### src/rtl/uart_tx_buffer_pkg.sv
// uart_tx_buffer_pkg: sequencer state encodings and UART_CTRL status bit map
package uart_tx_buffer_pkg;
  localparam logic [1:0] UTB_IDLE = 2'd0;
  localparam logic [1:0] UTB_SEND = 2'd1;
  localparam logic [1:0] UTB_BUSY = 2'd2;
  localparam int UART_CTRL_TX_NFULL = 0;
  localparam int UART_CTRL_OVF = 1;
  function automatic logic [1:0] utb_status(input logic full, input logic overflow);
    return {overflow, ~full};
  endfunction
endpackage

### src/rtl/uart_fifo_sync.sv
// uart_fifo_sync: byte FIFO with count-based occupancy and unreset distributed storage
module uart_fifo_sync #(
  parameter int DEPTH = 16,
  parameter int AW = 4
) (
  input  logic          clk,
  input  logic          reset,
  input  logic          push,
  input  logic          pop,
  input  logic [7:0]    din,
  output logic [7:0]    dout,
  output logic          full,
  output logic          empty,
  output logic [AW:0]   count
);
  import uart_tx_buffer_pkg::*;
  logic [7:0] mem [DEPTH];
  logic [AW-1:0] wr_ptr, rd_ptr;
  logic push_ok, pop_ok;
  assign push_ok = push & ~full;
  assign pop_ok = pop & ~empty;
  assign dout = mem[rd_ptr];
  assign full = count == (AW+1)'(DEPTH);
  assign empty = count == '0;
  // storage write, no reset so it maps onto distributed RAM
  always_ff @(posedge clk)
    if (push_ok) mem[wr_ptr] <= din;
  // pointers wrap naturally; occupancy is carried by count alone
  always_ff @(posedge clk)
    if (reset) begin
      wr_ptr <= '0;
      rd_ptr <= '0;
      count <= '0;
    end else begin
      if (push_ok) wr_ptr <= wr_ptr + 1'b1;
      if (pop_ok) rd_ptr <= rd_ptr + 1'b1;
      if (push_ok & ~pop_ok) count <= count + 1'b1;
      else if (pop_ok & ~push_ok) count <= count - 1'b1;
    end
endmodule

### src/rtl/uart_tx_buffer.sv
// uart_tx_buffer: byte FIFO plus SEND/READY sequencer feeding UART_TX_CTRL
module uart_tx_buffer
  import uart_tx_buffer_pkg::*;
#(
  parameter int DEPTH = 16,
  parameter int AW = 4
) (
  input  logic          clk,
  input  logic          reset,
  input  logic          wr_valid,
  input  logic [7:0]    wr_data,
  input  logic          ovf_clr,
  input  logic          tx_ready,
  output logic          tx_send,
  output logic [7:0]    tx_data,
  output logic          full,
  output logic          empty,
  output logic [AW:0]   count,
  output logic          overflow
);
  logic [1:0] state;
  logic [7:0] fifo_dout;
  logic push, pop;
  assign push = wr_valid & ~full;
  assign pop = (state == UTB_IDLE) & ~empty & tx_ready;
  uart_fifo_sync #(.DEPTH(DEPTH), .AW(AW)) u_fifo (
    .clk(clk),
    .reset(reset),
    .push(push),
    .pop(pop),
    .din(wr_data),
    .dout(fifo_dout),
    .full(full),
    .empty(empty),
    .count(count)
  );
  // sticky overflow on a write into a full FIFO; set beats clear
  always_ff @(posedge clk)
    if (reset) overflow <= 1'b0;
    else if (wr_valid & full) overflow <= 1'b1;
    else if (ovf_clr) overflow <= 1'b0;
  // sequencer: one SEND pulse per byte, then wait for the UART to go busy and return idle
  always_ff @(posedge clk)
    if (reset) begin
      state <= UTB_IDLE;
      tx_send <= 1'b0;
      tx_data <= 8'h00;
    end else begin
      tx_send <= pop;
      if (pop) tx_data <= fifo_dout;
      case (state)
        UTB_IDLE: state <= pop ? UTB_SEND : UTB_IDLE;
        UTB_SEND: state <= tx_ready ? UTB_SEND : UTB_BUSY;
        UTB_BUSY: state <= tx_ready ? UTB_IDLE : UTB_BUSY;
        default:  state <= UTB_IDLE;
      endcase
    end
endmodule

### config.mk
export PLATFORM = sky130hd
export DESIGN_NAME = uart_tx_buffer
export DESIGN_NICKNAME = d
export VERILOG_FILES = /design/src/rtl/uart_tx_buffer_pkg.sv /design/src/rtl/uart_fifo_sync.sv /design/src/rtl/uart_tx_buffer.sv
export SDC_FILE = /design/constraint.sdc
export NUM_CORES = 1
export LEC_CHECK = 0
export BUFFER_PORTS_ARGS = -buffer_cell sky130_fd_sc_hd__buf_2
export CORE_MARGIN = 5
export CORE_UTILIZATION = 40
export DETAILED_ROUTE_END_ITERATION = 12
export RECOVER_POWER = 100
export SYNTH_ARGS = -nofsm -noshare
export SYNTH_HDL_FRONTEND = slang
export SYNTH_HIERARCHICAL = 1
export SYNTH_SLANG_ARGS = --single-unit
export TNS_END_PERCENT = 5
### constraint.sdc
create_clock -name clk -period 2.9 [get_ports clk]
set_input_delay 0.145 -clock clk [delete_from_list [all_inputs] [get_ports clk]]
set_output_delay 0.145 -clock clk [all_outputs]
set_load 0.01 [all_outputs]
# ---- After elaboration in Yosys (flattened, before gate mapping)
# Memory sizes are Yosys's and may differ from the RTL's. A register that Yosys moved wholly into a read port is not among the register bits.
# Cells that the tools add are included.
dict set report word_totals {
  inputBits 13
  memories 1
  word_cells 40
  out_inout_bits 17
  latch_bits 0
  ramBits 128
  rom_bits 0
  ff_bits 17
}
# memory words width read_ports rd_clocked_by_memory_dff write_ports line_no
set memory_table {}
lappend memory_table {u_fifo.mem 16 8 1 1 1 uart_fifo_sync.sv:17} ;# logic [7:0] mem [DEPTH];
dict set report classes {
  n_eq_ne 3
  n_mux 10
  div_mod_pow 0
  n_mul 0
  addsub 4
  n_reduce_logical 4
  bitwise_logic 12
  shift 0
  n_lt_le_gt_ge 0
}
# operator n
set op_table {}
lappend op_table {{two-way mux 5 bit} 2}
lappend op_table {{adder 4 x 1 -> 4 bit, second input constant} 2}
lappend op_table {{AND 1 bit} 8}
lappend op_table {{case mux 2 bit (3 select lines)} 1}
lappend op_table {{adder 5 x 1 -> 5 bit, second input constant} 1}
lappend op_table {{== test 5 bit, second input constant} 1}
lappend op_table {{logical NOT 5 bit} 1}
lappend op_table {{two-way mux 1 bit} 5}
lappend op_table {{subtractor 5 x 1 -> 5 bit, second input constant} 1}
lappend op_table {{two-way mux 2 bit} 2}
lappend op_table {{NOT 1 bit} 4}
lappend op_table {{nonzero test 2 bit} 2}
lappend op_table {{== test 2 x 1 -> 1 bit, second input constant} 1}
lappend op_table {{== test 2 bit, second input constant} 1}
lappend op_table {{logical NOT 2 bit} 1}

# ---- Depth between registers and ports, before layout
dict set report logic_depth {
  word_depth 8
  depth_mapped 13
  mapped_depth_nobuf 11
}

# ---- Modules after synthesis
# The synthesis kept the hierarchy.
# module seq_area_each_um2 area_each_um2 cells_per_inst instances
set modules_own_cells {}
lappend modules_own_cells {uart_fifo_sync 4184.0 5716.7 309 1}
lappend modules_own_cells {uart_tx_buffer 240.2 520.5 49 1}

# ---- Least setup slack after synthesis
# OpenSTA, ideal clock, no wires.
dict set report synth_path {
  path_type {register -> register}
  from {reg u_fifo.count[0]}
  to {reg u_fifo.count[4]}
  path_buffers 2
  period_less_slack_ns 3.122
  path_slack_ns -0.222
  required_time_ns 2.779
  setup_time_ns 0.121
  arrival_time_ns 3.001
  stages_incl_launch_ff 14
  path_cell_list {dfxtp_1 -> or4_1 -> buf_2 -> nor2_1 -> nor4b_4 -> buf_6 -> o21ai_2 -> ha_1 -> inv_1 -> ha_1 -> a21oi_1 -> a211oi_1 -> a31oi_1 -> mux2_2}
}
dict set report synth_via {
  elab_chain_len 8
  elab_cells_between_ends 18
  cone_classes {2 x add/sub; 1 x eq/ne; 2 x mux; 11 x bitwise; 2 x reduce/logical}
}
# item line_no
set synth_rtl {}
lappend synth_rtl {{start, declared} uart_fifo_sync.sv:14} ;# output logic [AW:0] count
lappend synth_rtl {{start signal, assigned} uart_fifo_sync.sv:37} ;# if (push_ok & ~pop_ok) count <= count + 1'b1;
lappend synth_rtl {{start signal, assigned} uart_fifo_sync.sv:38} ;# else if (pop_ok & ~push_ok) count <= count - 1'b1;
lappend synth_rtl {{logical NOT 5 bit (*)} uart_fifo_sync.sv:24} ;# assign empty = count == '0;
lappend synth_rtl {{via empty} uart_tx_buffer.sv:17} ;# output logic empty,
lappend synth_rtl {{NOT 1 bit (*)} uart_tx_buffer.sv:25} ;# assign pop = (state == UTB_IDLE) & ~empty & tx_ready;
lappend synth_rtl {{AND 1 bit (*) (2 in series)} uart_tx_buffer.sv:25}
lappend synth_rtl {{via pop} uart_tx_buffer.sv:23} ;# logic push, pop;
lappend synth_rtl {{AND 1 bit (*)} uart_fifo_sync.sv:21} ;# assign pop_ok = pop & ~empty;
lappend synth_rtl {{NOT 1 bit} uart_fifo_sync.sv:37}
lappend synth_rtl {{AND 1 bit} uart_fifo_sync.sv:37}
lappend synth_rtl {{two-way mux 5 bit / nonzero test 2 bit (equally long branches)} -}
# Mark *: on every way through the listed nets, which the timed path passes. The rest lies on a longest branch. The select of a mux whose other input is x is not followed.
# A chain may end at the register's enable or synchronous reset.

# ---- Worst setup path in the final report
dict set report layout_path {
  from {reg u_fifo.count[3]}
  to {reg u_fifo.count[3]}
}
dict set report layout_via {
  elab_chain_len 8
  elab_cells_between_ends 18
  cone_classes {2 x add/sub; 1 x eq/ne; 2 x mux; 11 x bitwise; 2 x reduce/logical}
}
# item line_no
set layout_rtl {}
lappend layout_rtl {{logical NOT 5 bit} uart_fifo_sync.sv:24}
lappend layout_rtl {{NOT 1 bit} {uart_fifo_sync.sv:21, uart_tx_buffer.sv:25}}
lappend layout_rtl {{AND 1 bit (2 in series)} uart_tx_buffer.sv:25}
lappend layout_rtl {{AND 1 bit} uart_fifo_sync.sv:21}
lappend layout_rtl {{NOT 1 bit} uart_fifo_sync.sv:37}
lappend layout_rtl {{AND 1 bit} uart_fifo_sync.sv:37}
lappend layout_rtl {{two-way mux 5 bit / nonzero test 2 bit (equally long branches)} -}
# Several ways; a longest one is shown, not always the timed one. The select of a mux whose other input is x is not followed.

==> results by stage <==
Critical path:
- The worst path required time is 3.20 ns.
- The kind of cell with the highest combined delay along the critical path is simple AND/OR/NAND/NOR gates.
- STA puts the critical path data arrival time at 3.08 ns.
- The number of buffers and inverters on the critical path is 1.
- The type of the worst setup path is flip-flop to flip-flop.
- The type of destination of the critical path is a flip-flop.
- For this run, the slowest stage of the critical path takes 0.60 ns.
- The beginning of the worst register-to-register path is u_fifo/count[3]$_SDFFE_PP0P_.
- The critical path launch point type is a flip-flop.
- The startpoint of the most critical setup path is u_fifo/count[3]$_SDFFE_PP0P_.
- In this run the worst path has a maximum fanout of 7.
- Traced cell by cell, the critical path runs through or4_4, nor2_4, nor4b_4, o21ai_2, ha_2, inv_2, ha_1, a21o_1, a21oi_2, nor4_1, or3_1.
- The slowest cell on the critical path is or4_4.

Logic synthesis:
- Summing every instance area after synthesis gives 0.006237 sq mm.
- After synthesis, the cell types taking the most area are edfxtp_1 (62%), mux4_2 (12%), dfxtp_1 (9.3%), a22oi_1 (1.9%), nor2_1 (1.9%).
- Counting flops with an async set or reset pin after synthesis yields a share of 0%.
- The number of unique standard cell types used by synthesis is 38.
- The synthesis-stage register bit count is 157.
- The synthesis warning total is 6.
- The proportion of netlist area held by the largest area contributor is 61.62%.
- For this run, the leading register cell type out of synthesis is edfxtp_1.
- After synthesis, flip-flops and latches occupy 70.93% of the total area.
- The post-synthesis instance total is 358.
- The number of nets in the synthesized netlist is 381.
- The count of flip-flops with a built-in enable after synthesis is 128.
- The dominant cell type by area after synthesis is edfxtp_1.
- The mean instance size in the synthesized netlist is 17.42 sq um.

Cells and area:
- In the layout the commonest cells are edfxtp_1 (128), clkbuf_1 (32), mux4_2 (32).
- The share of layout cells above drive strength 1 is 21.26%.
- The area growth from synthesis to layout is 15.67%.
- The non-filler instance count after layout is 625.
- The number of antenna repair diodes is 0.
- At the end of the flow, the number of nets in the layout was 424.
- The final design area excluding fillers is 0.007214 sq mm.
- The library cell used most frequently in the layout, excluding fill and tap cells, is edfxtp_1.

Detailed routing:
- The mean number of vias per cell is 5.072.
- In the final routed layout, each cell accounts on average for 18.32 um.
- The residual DRC count is 0.
- The number of design-rule violations left by the first detailed-router iteration is 242.
- The first-pass detailed-route iteration total is 4.
- The aggregate routed wire length is 11450 um.
- Summing over every cut layer, the via total after detailed routing is 3170.
- The antenna violation net count after detailed routing is 0.

Floorplanning:
- The number of rows in the core area is 45.
- The die is 134.9 um wide.
- In this run the standard cell core region covers 0.01526 sq mm.
- The initial standard-cell utilization of the core is 40.88%.
- The die covers 0.01819 sq mm.
- The die span in y is 134.9 um.
- The number of top-level pins is 30.

Placement:
- In this run the cell area measured after placement is 0.006700 sq mm.
- In this run, placement finished with an instance count of 591.
- The placer's final routability congestion estimate is 0.7913.
- Port buffering added 29 buffers.
- Detailed placement ended at an HPWL of 7359 um.
- Prior to clock tree synthesis, the placed netlist has a worst setup slack of -0.05202 ns.

GRT:
- The initial antenna violation count is 0.
- The first-pass GRT wire length is 18020 um.
- The number of global-route vias before repair is 3150.
- Entering global routing, the biggest net connects 38 pins.
- Across every metal layer, demand over resource in global routing totals 13.50%.
- Global routing finished with a remaining overflow of 0.

CTS:
- The later-pin clock latency in the skew report is 0.42 ns.
- The number of sinks driven by the clock tree is 157.
- The cell at the root of the clock tree is clkbuf_16.
- In this run the post-CTS setup repair buffer count came out at 0.
- The maximum level of the CTS H-tree is 4.
- The CTS buffer count is 17.
- Clock-pin slew was measured on the worst setup and hold paths at 0.06 ns.
- TritonCTS built the clock tree.
- In this run the deepest clock path goes through 2 buffers.

Power and ir drop:
- The power share of the sequential group is 43.7%.
- The power dissipated by switching net loads is 1718 uW.
- For this design the ratio of total power to cell area is 857.1 mW/mm^2.
- The clock network accounts for 33.9% of the total power.
- The worst-case IR drop observed on VDD is 0.5064 mV.
- Summed over all cells, the static leakage comes to 0.002326 uW.
- Net switching is 27.78% of the power.
- The part of the power in combinational logic is 22.5%.
- Cell internal power was estimated by the tool at 4466 uW.

Timing:
- The worst hold margin is 0.05480 ns.
- For the pin with the worst max-slew slack, the measured transition is 1.284 ns.
- The highest clock rate is 360.3 MHz.
- The max-slew violation count was 0.
- The count of endpoints failing hold in the final timing report came to 0.
- The worst path meets setup with 0.1247 ns of slack.
- Setup violations remaining at the end of the flow were counted as 0.
- The post-route clock period utilization is 95.70%.
- For the final database, setup skew stands at 0.01009 ns.
- Setup repair after global routing left no endpoint under its margin.
- The headroom to the max-slew limit is 14.40%.
- The minimum clock period is 2.775 ns.

Run status:
- The flow ran to the end, and the final reports show no timing, DRC or antenna violations.

Min path:
- The worst hold path belongs to the class primary input to flip-flop.
- The start point of the worst min-delay path is wr_valid.

Run:
- The number of max-cap violations is 0.
[power by group through the flow]
stage	logic (uW)	clock network [uW]	registers, uW
after floorplan	1040	0	2770
after global placement	1420	0	2740
after detailed placement	1460	0	2750
after CTS	1470	2140	2700
after global routing	1540	2250	2720
final	1390	2100	2700
[sequential cells by signal, summed over array words and instances (netlist names), named ones only]
signal,count
tx_data,8
u_fifo/count,5
u_fifo/mem,128
u_fifo/rd_ptr,4
overflow,1
u_fifo/wr_ptr,4
state,2
tx_send,1
[cell usage after synthesis, types with 3 or more instances]
cell type	instances
mux2i_1	11
xnor2_1	3
o211ai_1	3
xor2_1	6
clkbuf_1	10
a22oi_1	16
nand2b_1	19
inv_1	4
dfxtp_1	29
ha_1	9
nor3_1	5
nor2b_1	4
mux4_2	32
buf_1	3
edfxtp_1	128
nand2_1	14
buf_2	5
nor2_1	32
a21oi_1	4
[worst paths after layout]
kind	end	slack, ns	depth (start not counted)
hold reg to reg	tx_data[3]$_SDFFE_PP0P_	0.47	2
hold / removal	overflow$_SDFFE_PP0P_	0.05	3
setup reg to reg	u_fifo/count[3]$_SDFFE_PP0P_	0.12	11
setup / recovery	u_fifo/count[3]$_SDFFE_PP0P_	0.12	11
[per-stage QoR]
step / total power [uW] / TNS (ns) / util (%)
global placement: 4162 / 0 / 43.91
global route: 6514 / 0 / 47.28
detailed placement: 4204 / -0.07693 / 43.91
CTS: 6314 / 0 / 47.77
floorplan: 3815 / 0 / -
finish: 6184 / 0 / 47.28
[layout make-up]
class | instances | area (sq um)
clock buffers | 18 | 429.2
fillers | 1272 | 8044
flip-flops and latches | 157 | 4428
repair buffers | 44 | 201.4
inverters | 4 | 15.01
clock inverters | 14 | 136.4
multi-input cells | 177 | 1740
well taps | 211 | 264.0
[cell families after synthesis]
| logic type | synth area share, % |
|---|---|
| AOI/OAI and AO/OA | 3.410 |
| xor gates and xnor gates | 1.264 |
| adders and majority gates | 2.126 |
| buffers and inverters | 1.785 |
| DFF | 70.93 |
| muxes | 13.50 |
| and+or+nand+nor | 6.981 |
[metal layers]
metal  global-route usage (%)  wire (um)  up-vias
met4                    4.581         81        0
met3                    4.732        489        6
li1                         -          -     1475
met2                    20.09       5305       73
met1                    18.58       5575     1616
met5                        0          0        -
[tightest hold or removal path, cell delays in order]
cell     delay (ns)
buf_2          0.11
nand2_1        0.10
a21oi_1        0.07
[what timing repair did]
item | in CTS | in global routing
endpoints found under the hold margin | 3 | 0
gates resized for setup | 1 | 1
pin swaps | 0 | 1
endpoints found under the setup margin | 2 | 1
hold buffers | 2 | 0
Note: power is estimated with default switching activity, not from simulation.
